### src/rtl/gemm_pkg.sv
// Shared types and elaboration helpers for the GEMM array sequencer.
package gemm_pkg;

  typedef enum logic [2:0] {IDLE, FETCH, DRAIN, WRITE, DONE} state_e;

  function automatic int chunks_per_pass(input int channel, input int array_n);
    return channel / array_n;
  endfunction

  function automatic int passes_per_job(input int out_ch, input int array_m);
    return out_ch / array_m;
  endfunction

  // Counter width for values 0..n-1, never narrower than one bit.
  function automatic int cnt_w(input int n);
    return (n <= 1) ? 1 : $clog2(n);
  endfunction

endpackage

### src/rtl/gemm_valid_pipe.sv
// Fixed-depth delay line aligning accumulator strobes with PE array output.
module gemm_valid_pipe #(
  parameter int DEPTH = 3,
  parameter int W     = 2
) (
  input  logic         clk,
  input  logic         rst_n,
  input  logic [W-1:0] in_i,
  output logic [W-1:0] out_o
);

  logic [DEPTH-1:0][W-1:0] vld_pipe_q;

  always_ff @(posedge clk or negedge rst_n) begin
    if (!rst_n) begin
      vld_pipe_q <= '0;
    end else begin
      vld_pipe_q[0] <= in_i;
      for (int i = 1; i < DEPTH; i++) vld_pipe_q[i] <= vld_pipe_q[i-1];
    end
  end

  assign out_o = vld_pipe_q[DEPTH-1];

endmodule

### src/rtl/gemm_ctrl.sv
// GEMM job sequencer: chunked buffer reads, accumulator timing and
// per-pass result handoff to the output buffer.
module gemm_ctrl
  import gemm_pkg::*;
#(
  parameter int ARRAY_N    = 16,
  parameter int ARRAY_M    = 2,
  parameter int CHANNEL    = 96,
  parameter int OUT_CH     = 8,
  parameter int PE_LATENCY = 2,
  parameter int ADDR_WIDTH = 8
) (
  input  logic                  clk,
  input  logic                  rst_n,
  input  logic                  start,
  output logic                  busy,
  output logic                  done,
  output logic                  inp_rd_en,
  output logic [ADDR_WIDTH-1:0] inp_rd_addr,
  output logic                  wgt_rd_en,
  output logic [ADDR_WIDTH-1:0] wgt_rd_addr,
  output logic                  acc_en,
  output logic                  acc_clr,
  output logic                  out_valid,
  input  logic                  out_ready,
  output logic [ADDR_WIDTH-1:0] out_addr
);

  localparam int K  = chunks_per_pass(CHANNEL, ARRAY_N);
  localparam int P  = passes_per_job(OUT_CH, ARRAY_M);
  localparam int KW = cnt_w(K);
  localparam int PW = cnt_w(P);
  localparam int DW = cnt_w(PE_LATENCY + 1);

  if ((CHANNEL % ARRAY_N) != 0 || (OUT_CH % ARRAY_M) != 0) begin : g_bad_param
    $fatal(1, "gemm_ctrl: CHANNEL/OUT_CH must be multiples of ARRAY_N/ARRAY_M");
  end

  state_e          state_q, state_d;
  logic [KW-1:0]   k_q, k_d;
  logic [PW-1:0]   p_q, p_d;
  logic [DW-1:0]   drn_q, drn_d;

  always_ff @(posedge clk or negedge rst_n) begin
    if (!rst_n) begin
      state_q <= IDLE;
      k_q     <= '0;
      p_q     <= '0;
      drn_q   <= '0;
    end else begin
      state_q <= state_d;
      k_q     <= k_d;
      p_q     <= p_d;
      drn_q   <= drn_d;
    end
  end

  always_comb begin
    state_d = state_q;
    k_d     = k_q;
    p_d     = p_q;
    drn_d   = drn_q;
    unique case (state_q)
      IDLE: if (start) begin
        state_d = FETCH;
        k_d     = '0;
        p_d     = '0;
      end
      FETCH: begin
        if (k_q == KW'(K - 1)) begin
          state_d = DRAIN;
          drn_d   = '0;
        end else begin
          k_d = k_q + 1'b1;
        end
      end
      // PE_LATENCY+1 idle cycles let the last chunk reach the accumulator.
      DRAIN: begin
        if (drn_q == DW'(PE_LATENCY)) state_d = WRITE;
        else                          drn_d   = drn_q + 1'b1;
      end
      WRITE: if (out_ready) begin
        if (p_q == PW'(P - 1)) begin
          state_d = DONE;
        end else begin
          state_d = FETCH;
          p_d     = p_q + 1'b1;
          k_d     = '0;
        end
      end
      DONE:    state_d = IDLE;
      default: state_d = IDLE;
    endcase
  end

  logic       rd_en;
  logic [1:0] acc_in, acc_out;

  assign rd_en       = (state_q == FETCH);
  assign busy        = (state_q != IDLE);
  assign done        = (state_q == DONE);
  assign inp_rd_en   = rd_en;
  assign wgt_rd_en   = rd_en;
  assign inp_rd_addr = rd_en ? ADDR_WIDTH'(k_q) : '0;
  assign wgt_rd_addr = rd_en ? (ADDR_WIDTH'(p_q) * ADDR_WIDTH'(K) + ADDR_WIDTH'(k_q)) : '0;
  assign out_valid   = (state_q == WRITE);
  assign out_addr    = out_valid ? ADDR_WIDTH'(p_q) : '0;

  // One cycle of buffer read latency plus the PE pipeline depth.
  assign acc_in = {rd_en, rd_en & (k_q == '0)};

  gemm_valid_pipe #(
    .DEPTH (1 + PE_LATENCY),
    .W     (2)
  ) u_acc_pipe (
    .clk   (clk),
    .rst_n (rst_n),
    .in_i  (acc_in),
    .out_o (acc_out)
  );

  assign acc_en  = acc_out[1];
  assign acc_clr = acc_out[0];

endmodule

### config.mk
export PLATFORM = sky130hd
export DESIGN_NAME = gemm_ctrl
export DESIGN_NICKNAME = d
export VERILOG_FILES = /design/src/rtl/gemm_pkg.sv /design/src/rtl/gemm_valid_pipe.sv /design/src/rtl/gemm_ctrl.sv
export SDC_FILE = /design/constraint.sdc
export NUM_CORES = 1
export LEC_CHECK = 0
export ABC_CLOCK_PERIOD_IN_PS = 2600
export CAP_MARGIN = 20
export CORE_UTILIZATION = 50
export DETAILED_ROUTE_END_ITERATION = 7
export DONT_BUFFER_PORTS = 1
export GPL_TIMING_DRIVEN = 0
export HOLD_SLACK_MARGIN = 0.08
export PLACE_DENSITY = 0.71
export SYNTH_ARGS = -nofsm -noshare
export SYNTH_HDL_FRONTEND = slang
export SYNTH_SLANG_ARGS = --single-unit
### constraint.sdc
create_clock -name clk -period 2.6 [get_ports clk]
set_input_delay 0.52 -clock clk [delete_from_list [all_inputs] [get_ports clk]]
set_output_delay 0.52 -clock clk [all_outputs]
set_load 0.05 [all_outputs]
==> flow_summary.ini <==
[cts]
numCtsBuffers = 3
clockBufferDepth = 2
root_buffer = clkbuf_4
htree_levels = 1
clock_sinks = 16
clk_latency_ps = 300
clk_pin_slew_ps = 100
cts_tree = done

[worst_setup_path]
reg2reg_from = state_q[1]
path_common_cell = ha_4
crit_family = adder cells
worstSetupStartpointType = flip-flop
arrival_ps = 2060
crit_slowest_cell = dfrtp_1
r2r_end = p_q[1]
max_stage_delay_ps = 420
worstSetupPathType = reg2out
crit_fanout = 3
cp_num_buf_inv = 1
reg2regPathDepth = 4
cp-end-kind = output port
worstPathCellList = ha_4, inv_2, ha_4, a21oi_2, or3_4, a21oi_4
rrSetupSlack_ps = 850
worstPathRequired_ps = 2080

[global_route]
grt_pass1_vias = 749
gr-total-overflow = 0
antenna_found_initial = 0
grt_max_degree = 17
track_usage = 0.187
grt_pass1_wl_mm = 3.32

[layout]
final_cell_mix = buf_4, dfrtp_1, conb_1
design_area_sq_mm = 0.00130
final_common_cell = buf_4
diodes = 0
nNetsFinal = 144
drive_gt1_frac = 0.315
syn_to_final_growth_pct = 20.4

[yosys]
synth_ff_type = dfrtp_1
yosys_warnings = 0
seq_area_frac_synth = 0.370
synthArstFlopShare = 1.00
syn_avg_cell_area_sq_um = 9.74
synth_cell_types = 39
syn_area_sq_mm = 0.00108
ys_ff_latch = 16
netlist_instances = 111
synth-edff-count = 0

[timing]
worstMarginPinSlew_ps = 892
final.min_clock_period_ps = 2580
tns_ps = 0
finalSetupViolCount = 0
drv_slew = 0
setup_ws_ps = 21.6
fin_crit_sh = 0.992
finalHoldViolCount = 0
fin_worst_skew_ps = 6.14
rsz0062_at_grt = yes
max_slew_margin = 0.403
fmax_mhz = 388

[route]
routed_wl_mm = 2.12
first_pass_iters = 4
wl_per_cell_microns = 13.5
vias = 809
drt_iter0_markers = 10
drc = 0
final_antenna_net_count = 0
via_per_inst = 5.15

[place]
dpl.hpwl_mm = 1.41
postPlaceCellArea_sq_mm = 0.00117
gp_congestion = 0.765
dp_slack_ps = -61.1
portBuffers = 0

[floorplanning]
start_util = 0.540
die_width_microns = 48.5
rows = 16
dieArea_sq_mm = 0.00235
die_h_microns = 48.5
core_sq_mm = 0.00200
io_pins = 35

[flow_run]
drv_cap = 0

[run_status]
status = complete, no violations

[min_path]
min_to = u_acc_pipe.out_o[0]
hold_depth = 0
hp-class = reg2reg
hold_start = u_acc_pipe.vld_pipe_q[2]
==> registers in the layout (all words and copies together), names as in the netlist <==
signal	count
u_acc_pipe.vld_pipe_q	4
k_q	3
state_q	3
drn_q	2
p_q	2
u_acc_pipe.out_o	2
==> repair_timing <==
action | CTS | global route
gates cloned | 0 | 0
buffers inserted | 2 | 0
hold buffers | 1 | 0
resized for setup | 10 | 3
endpoints found under the setup margin | 5 | 1
pin swaps | 1 | 0
endpoints found under the hold margin | 16 | 0
==> how the worst max path moves through the flow <==
stage	startpoint	endpoint	slack [ps]	depth (start not counted)
global placement	p_q[0]	wgt_rd_addr[3]	-40	5
CTS	p_q[1]	wgt_rd_addr[4]	4	6
global route	p_q[1]	wgt_rd_addr[4]	-30	6
finish	p_q[1]	wgt_rd_addr[4]	20	6
detailed placement	p_q[0]	wgt_rd_addr[3]	-60	5
floorplan	p_q[0]	wgt_rd_addr[3]	50	5
==> cells in the mapped netlist, types with 2 or more instances <==
master | instances | area, sq um
nand3_1 | 2 | 10.0
nand2_1 | 5 | 18.8
buf_6 | 2 | 22.5
inv_1 | 9 | 33.8
o21ai_1 | 2 | 10.0
or3_1 | 3 | 18.8
and3_1 | 4 | 25.0
nor2_1 | 8 | 30.0
o211ai_1 | 3 | 22.5
buf_4 | 16 | 120
dfrtp_1 | 16 | 400
and2_1 | 2 | 12.5
a21oi_1 | 4 | 20.0
o21ai_0 | 3 | 15.0
ha_1 | 8 | 100
==> area by class of cell <==
| cell class | count | area (sq um) |
|---|---|---|
| clock buffer | 4 | 36.3 |
| buffer | 19 | 148 |
| inverter | 10 | 42.5 |
| multi-input combinational | 78 | 614 |
| tap | 27 | 33.8 |
| timing repair buffer | 3 | 25.0 |
| fill | 175 | 701 |
| sequential | 16 | 402 |
==> worst reg2reg max path, cell delays in order (launching register included) <==
cell and delay (ps):
dfrtp_1 420, buf_2 190, or3_1 610, o221ai_1 300, o31ai_1 110
==> metal layers <==
layer / part of all wire / track usage / vias to the layer above
li1: - / - / 387
met1: 0.41 / 0.204 / 387
met2: 0.52 / 0.338 / 27
met3: 0.036 / 0.0189 / 8
met4: 0.033 / 0.132 / 0
met5: 0 / 0 / -
==> cell families (layout without fill, tap and decap cells) <==
family | count (synthesis) | in the layout | share of synthesized area
simple gates | 35 | 35 | 0.188
mux | 2 | 2 | 0.0197
compound gates | 18 | 18 | 0.124
flops | 16 | 16 | 0.370
buf+inv | 29 | 36 | 0.176
fa+ha+maj | 9 | 9 | 0.111
xor+xnor | 1 | 1 | 0.00810
other cells | 1 | 13 | 0.00347
==> through the flow <==
step / hold slack, ps / cells / utilization
after floorplan: 224 / 123 / -
after global placement: 225 / 150 / 0.584
after detailed placement: 225 / 150 / 0.586
after CTS: 358 / 157 / 0.642
after global routing: 364 / 157 / 0.650
final: 357 / 157 / 0.650
Power is left out: the tool's default activity adds up to more than one toggle a clock period on the data nets, which glitch-free logic cannot reach.
